## config.mk

```make
export PLATFORM = sky130hd
export DESIGN_NAME = vga_capture
export DESIGN_NICKNAME = d
export VERILOG_FILES = /design/src/rtl/vga_capture_pkg.sv /design/src/rtl/vga_sync_edge.sv /design/src/rtl/vga_capture.sv
export SDC_FILE = /design/constraint.sdc
export NUM_CORES = 1
export LEC_CHECK = 0
export CORE_UTILIZATION = 45
export DETAILED_ROUTE_END_ITERATION = 16
export PLACE_DENSITY = 0.69
export SYNTH_ARGS = -nofsm -noshare
export SYNTH_HDL_FRONTEND = slang
export SYNTH_SLANG_ARGS = --single-unit
```

## constraint.sdc

```tcl
create_clock -name i_clk -period 3.2 [get_ports i_clk]
set_input_delay 0.48 -clock i_clk [delete_from_list [all_inputs] [get_ports i_clk]]
set_output_delay 0.48 -clock i_clk [all_outputs]
set_load 0.02 [all_outputs]
```

## src/rtl/vga_capture_pkg.sv

```systemverilog
// Shared definitions for the VGA receive-side monitor: default 640x480
// timing, derived totals/offsets, counter width and the lock FSM states.
package vga_capture_pkg;

    localparam int H_VISIBLE = 640;
    localparam int H_FRONT   = 16;
    localparam int H_SYNC    = 96;
    localparam int H_BACK    = 48;
    localparam int H_TOTAL   = H_VISIBLE + H_FRONT + H_SYNC + H_BACK;
    localparam int H_START   = H_SYNC + H_BACK;

    localparam int V_VISIBLE = 480;
    localparam int V_FRONT   = 10;
    localparam int V_SYNC    = 2;
    localparam int V_BACK    = 33;
    localparam int V_TOTAL   = V_VISIBLE + V_FRONT + V_SYNC + V_BACK;
    localparam int V_START   = V_SYNC + V_BACK;

    localparam int CW = 10;
    localparam logic [CW-1:0] CNT_MAX = '1;

    typedef enum logic [1:0] {
        SEARCH  = 2'd0,
        MEASURE = 2'd1,
        LOCKED  = 2'd2
    } state_e;

    // Increment that sticks at all-ones so a missing sync cannot wrap.
    function automatic logic [CW-1:0] sat_inc(input logic [CW-1:0] v);
        return (v == CNT_MAX) ? v : v + 1'b1;
    endfunction

endpackage

```

## src/rtl/vga_sync_edge.sv

```systemverilog
// Stage-1 register and edge detector for one active-low sync line.
// o_fall marks an assertion (1->0), o_rise a deassertion (0->1), both
// valid for the cycle in which the new level sits in the stage-1 flop.
module vga_sync_edge
    import vga_capture_pkg::*;
(
    input  logic i_clk,
    input  logic i_rst_n,
    input  logic i_sync,
    output logic o_fall,
    output logic o_rise
);

    logic s1_q, s2_q;

    // Capture plus one cycle of history; idle (deasserted) level out of reset
    // so a stream that starts in sync still yields an edge.
    always_ff @(posedge i_clk or negedge i_rst_n) begin
        if (!i_rst_n) begin
            s1_q <= 1'b1;
            s2_q <= 1'b1;
        end else begin
            s1_q <= i_sync;
            s2_q <= s1_q;
        end
    end

    assign o_fall = s2_q & ~s1_q;
    assign o_rise = ~s2_q & s1_q;

endmodule

```

## src/rtl/vga_capture.sv

```systemverilog
// VGA receive monitor: recovers (x, y), data-enable and lock from the
// hsync/vsync/rgb stream and counts timing violations while locked.
// Optional pixel probe is built only when VGA_CAPTURE_PROBE_EN is defined.
// Two-flop latency: stage-1 capture, then registered outputs.
module vga_capture
    import vga_capture_pkg::*;
#(
    parameter int H_VIS = H_VISIBLE,
    parameter int H_FP  = H_FRONT,
    parameter int H_SW  = H_SYNC,
    parameter int H_BP  = H_BACK,
    parameter int V_VIS = V_VISIBLE,
    parameter int V_FP  = V_FRONT,
    parameter int V_SW  = V_SYNC,
    parameter int V_BP  = V_BACK
)(
    input  logic       i_clk,
    input  logic       i_rst_n,
    input  logic       i_hsync,
    input  logic       i_vsync,
    input  logic [2:0] i_rgb,
    output logic       o_locked,
    output logic       o_de,
    output logic [9:0] o_hpos,
    output logic [9:0] o_vpos,
    output logic [2:0] o_rgb,
    output logic       o_frame_start,
    output logic       o_err,
    output logic [7:0] o_err_cnt,
    input  logic [9:0] i_probe_x,
    input  logic [9:0] i_probe_y,
    output logic [2:0] o_probe_rgb,
    output logic       o_probe_valid
);

    localparam logic [CW-1:0] HTOT_M1 = CW'(H_VIS + H_FP + H_SW + H_BP - 1);
    localparam logic [CW-1:0] HSW_M1  = CW'(H_SW - 1);
    localparam logic [CW-1:0] VTOT_M1 = CW'(V_VIS + V_FP + V_SW + V_BP - 1);
    localparam logic [CW-1:0] HST     = CW'(H_SW + H_BP);
    localparam logic [CW-1:0] HEND    = CW'(H_SW + H_BP + H_VIS);
    localparam logic [CW-1:0] VST     = CW'(V_SW + V_BP);
    localparam logic [CW-1:0] VEND    = CW'(V_SW + V_BP + V_VIS);

    logic          h_fall, h_rise, v_fall, v_rise_unused;
    logic [2:0]    rgb_q;
    logic [CW-1:0] hc_q, hc_d, vc_q, vc_d;
    state_e        state_q, state_d;
    logic          fail, err_d, de_d;
    logic [9:0]    hpos_d, vpos_d;
    logic [7:0]    err_cnt_q, err_cnt_d;
    logic          de_q, fs_q, err_q;
    logic [9:0]    hpos_q, vpos_q;
    logic [2:0]    rgb_o_q;

    vga_sync_edge u_hs (.i_clk(i_clk), .i_rst_n(i_rst_n), .i_sync(i_hsync),
                        .o_fall(h_fall), .o_rise(h_rise));
    vga_sync_edge u_vs (.i_clk(i_clk), .i_rst_n(i_rst_n), .i_sync(i_vsync),
                        .o_fall(v_fall), .o_rise(v_rise_unused));

    // Stage-1 pixel capture, aligned with the sync edge detectors.
    always_ff @(posedge i_clk or negedge i_rst_n) begin
        if (!i_rst_n) rgb_q <= '0;
        else          rgb_q <= i_rgb;
    end

    // Position of the pixel now in stage 1; vsync clear beats hsync increment.
    always_comb begin
        hc_d = h_fall ? '0 : sat_inc(hc_q);
        vc_d = vc_q;
        if (v_fall)      vc_d = '0;
        else if (h_fall) vc_d = sat_inc(vc_q);
    end

    // Counters hold the previous pixel's position, so edge checks compare
    // against the last count before the edge. A line past the last without
    // vsync, or a saturated hc, means sync is lost.
    assign fail = (h_fall && hc_q != HTOT_M1)
               || (h_rise && hc_q != HSW_M1)
               || (v_fall && vc_q != VTOT_M1)
               || (h_fall && !v_fall && vc_q >= VTOT_M1)
               || (!h_fall && hc_q == CNT_MAX);

    // Lock FSM next state; errors are reported only when falling out of LOCKED.
    always_comb begin
        state_d = state_q;
        err_d   = 1'b0;
        case (state_q)
            SEARCH:  if (v_fall) state_d = MEASURE;
            MEASURE: begin
                if (fail)        state_d = SEARCH;
                else if (v_fall) state_d = LOCKED;
            end
            LOCKED:  if (fail) begin
                state_d = SEARCH;
                err_d   = 1'b1;
            end
            default: state_d = SEARCH;
        endcase
    end

    assign err_cnt_d = (err_d && err_cnt_q != 8'hFF) ? err_cnt_q + 8'd1 : err_cnt_q;
    assign de_d   = (hc_d >= HST) && (hc_d < HEND) && (vc_d >= VST) && (vc_d < VEND)
                 && (state_d == LOCKED);
    assign hpos_d = de_d ? hc_d - HST : '0;
    assign vpos_d = de_d ? vc_d - VST : '0;

    // Counter and FSM state registers.
    always_ff @(posedge i_clk or negedge i_rst_n) begin
        if (!i_rst_n) begin
            state_q   <= SEARCH;
            hc_q      <= '0;
            vc_q      <= '0;
            err_cnt_q <= '0;
        end else begin
            state_q   <= state_d;
            hc_q      <= hc_d;
            vc_q      <= vc_d;
            err_cnt_q <= err_cnt_d;
        end
    end

    // Output stage; lock decode comes from state_q, which updates on this same edge.
    always_ff @(posedge i_clk or negedge i_rst_n) begin
        if (!i_rst_n) begin
            de_q    <= 1'b0;
            hpos_q  <= '0;
            vpos_q  <= '0;
            rgb_o_q <= '0;
            fs_q    <= 1'b0;
            err_q   <= 1'b0;
        end else begin
            de_q    <= de_d;
            hpos_q  <= hpos_d;
            vpos_q  <= vpos_d;
            rgb_o_q <= de_d ? rgb_q : 3'd0;
            fs_q    <= de_d && (hc_d == HST) && (vc_d == VST);
            err_q   <= err_d;
        end
    end

    assign o_locked      = (state_q == LOCKED);
    assign o_de          = de_q;
    assign o_hpos        = hpos_q;
    assign o_vpos        = vpos_q;
    assign o_rgb         = rgb_o_q;
    assign o_frame_start = fs_q;
    assign o_err         = err_q;
    assign o_err_cnt     = err_cnt_q;

`ifdef VGA_CAPTURE_PROBE_EN
    logic       probe_hit;
    logic [2:0] probe_rgb_q;
    logic       probe_valid_q;

    assign probe_hit = de_d && (hpos_d == i_probe_x) && (vpos_d == i_probe_y);

    // Latch the probed pixel; the pulse lines up with that pixel's outputs.
    always_ff @(posedge i_clk or negedge i_rst_n) begin
        if (!i_rst_n) begin
            probe_rgb_q   <= '0;
            probe_valid_q <= 1'b0;
        end else begin
            probe_valid_q <= probe_hit;
            if (probe_hit) probe_rgb_q <= rgb_q;
        end
    end

    assign o_probe_rgb   = probe_rgb_q;
    assign o_probe_valid = probe_valid_q;
`else
    logic unused_probe;
    assign unused_probe  = ^{i_probe_x, i_probe_y};
    assign o_probe_rgb   = 3'd0;
    assign o_probe_valid = 1'b0;
`endif

endmodule

```

==> metrics.cfg <==
[cells_and_area]
utilization_pct=58.7
nFillCells=641
antenna_cells=0
syn_to_final_growth_pct=26.9
fin_nets=429
stdcell_count=499
drive_above_1_share_pct=22.8
final_cell_area_sq_um=4230

[synthesis]
yosysSeqAreaShare_pct=47.4
yosys-top-cells-area=dfrtp_1, xnor2_1, nor2_1
synth_area_per_cell_sq_um=10.5
yosysWarnings=0
yosysMostFrequentCell=dfrtp_1
async_flop_share_pct=100
synthDistinctLibCells=63
synthTopCellsByCount=dfrtp_1, nor2_1, inv_1
synth_top_area_share_pct=44.3
postSynthCellCount=318
ys.flop_type=dfrtp_1
yosys.area.top_type=dfrtp_1
netlist_area_sq_um=3330
ys_ff_latch=63
synth-edff-count=0

[clock_network]
cts-resized-gates=0
clock_latency_ns=0.35
cts_sinks=63
htreeDepth=3
cts-root-buf=clkbuf_8
cts.clk_slew.worst_paths_ns=0.07
cts_tree=yes
cts_buffers=9
clockBufferDepth=2

[sta]
worst_slew_pin_slew_ns=0.727
drv_slew=0
finalHoldViolations=0
period_needed_ns=2.94
relSlewSlack_pct=51.1
period_share_pct=91.9
setup_tns_ns=0
finalClockSkew_ns=0.00444
rsz0062_at_grt=no
finalSetupViolCount=0
max_freq_ghz=0.340

[grt]
met2_usage_pct=29.8
grt_use_total_pct=20.0
grt-ovfl-total=0
grt_pass1_wl_microns=11700
grt_pass1_vias=2490
use_met3_pct=4.34
antenna_found_initial=0
grt_start_max_net_pins=34
grt-busiest-layer=met2
grtUsageMet1_pct=27.5

[die]
die-area_sq_um=7760
fp.dieW_microns=88.1
start_util_pct=46.2
rows=31
die_h_microns=88.1
design.core.area_sq_um=7210
num_io_pins=66

[routing]
routed_via_density=5.32
routedWlPerCell_microns=14.1
ant_nets=0
drtIter0Drc=154
drc=0
dr.pass1.iters=4
routed_wirelength_microns=7050
num_vias=2657

[power]
p_comb_share_pct=16.5
p_clk_share_pct=33.9
power.internal_mw=1.27
vdd_ir_drop_max_mv=0.244
seqPwrFrac_pct=49.6
p_switching_uw=532
leakagePower_nw=1.94
power_mw=1.80
switching_share_pct=29.5
cellPowerDensity_nw_per_um2=426

[placement]
gp_congestion=0.873
dp_cells=480
io_buffers=41
dpl_cell_area_sq_um=4020
dp_hpwl_microns=5270

[setup_path]
critPathKind=reg -> reg
cp_data_required_time_ns=3.44
critPathCaptureType=flop
crit_fanout=10
cp-start-kind=flop
cp.arrival_ns=3.18

[hold_path]
hp-class=in -> async

[status]
status=finished, final reports clean

[flow_run]
maxCapViolations=0

critical path, stage by stage (launching register included):
cell,delay [ns]
dfrtp_1,0.44
and3_1,0.41
nand4_1,0.17
xnor2_1,0.15
nand2_1,0.11
buf_4,0.12
ha_1,0.15
o31ai_1,0.11
nand2_1,0.14
or4b_1,0.50
o311ai_4,0.12
buf_12,0.17
buf_4,0.19
nor2_2,0.05
what timing repair did:
action                                 CTS  global route
endpoints found under the hold margin    0             0
hold buffers                             0             0
setup endpoints to repair                0            19
buffers inserted                         0             3
area by class of cell:
| type | instances | area (sq um) | share of cell area (%) |
|---|---|---|---|
| sequential | 63 | 1580 | 37.4 |
| multi-input combinational | 219 | 1550 | 36.6 |
| timing repair buffer | 82 | 726 | 17.1 |
| clock buffer | 11 | 141 | 3.34 |
| tap | 99 | 124 | 2.93 |
| inverter | 20 | 75.1 | 1.77 |
| clock inverter | 5 | 33.8 | 0.798 |
routing by layer:
metal	up-vias	share of wire, %
li1	1294	-
met1	1280	48
met2	69	45
met3	14	5.7
met4	0	1.7
met5	-	0
final timing paths:
kind | endpoint | cells past startpoint | slack (ns) | start
min reg2reg | u_vs.s2_q | 0 | 0.37 | u_vs.s1_q
min | vc_q[4] | 1 | 0.19 | i_rst_n
max in group asynchronous | u_hs.s1_q | 2 | 2.24 | i_rst_n
max | o_rgb[1] | 13 | 0.26 | hc_q[2]
max reg2reg | o_rgb[1] | 13 | 0.26 | hc_q[2]
min in group i_clk | u_vs.s2_q | 0 | 0.37 | u_vs.s1_q
kinds of logic (layout without fill, tap and decap cells):
group           after synthesis  in the layout  synth area share, %
other cells                   1              4                0.112
xor+xnor                     18             18                 4.73
fa+ha+maj                     7              7                 2.63
flops                        63             63                 47.4
compound gates               51             51                 13.6
mux                           5              5                 1.61
buf+inv                      39            118                 6.42
simple gates                134            134                 23.5
state kept, by name (all words and copies together) (netlist names):
register	cells
u_hs.s2_q	1
o_err	1
u_vs.s2_q	1
hc_q	10
o_err_cnt	8
state_q	2
o_vpos	10
o_de	1
o_rgb	3
u_vs.s1_q	1
u_hs.s1_q	1
o_hpos	10
rgb_q	3
o_frame_start	1
vc_q	10
power groups by stage:
stage                     clock, mW  sequential, mW  combinational [mW]
after floorplan                   0           0.916               0.165
after global placement            0           0.906               0.290
after detailed placement          0           0.909               0.298
after CTS                     0.624           0.893               0.299
after global routing          0.661           0.901               0.332
final                         0.612           0.895               0.297
cell usage in the layout, fill, tap and decap left out, drive strengths merged, types with 8 or more instances in the layout:
cell type      synthesis  final
buf                   19     42
inv                   20     20
clkdlybuf4s50          0     40
xnor2                 16     16
nor3                   9      9
clkbuf                 0     11
nand4                  9      9
dfrtp                 59     59
and3                  12     12
nand3                 10     10
a31oi                  8      8
nand2                 18     18
nor2                  40     40
stage by stage:
step	hold slack, ns	worst slack, ns
floorplan	0.184	0.426
global route	0.245	0.0888
detailed placement	0.364	0.180
global placement	0.359	0.187
CTS	0.211	0.168
finish	0.186	0.258
Note: power is estimated with default switching activity, not from simulation.
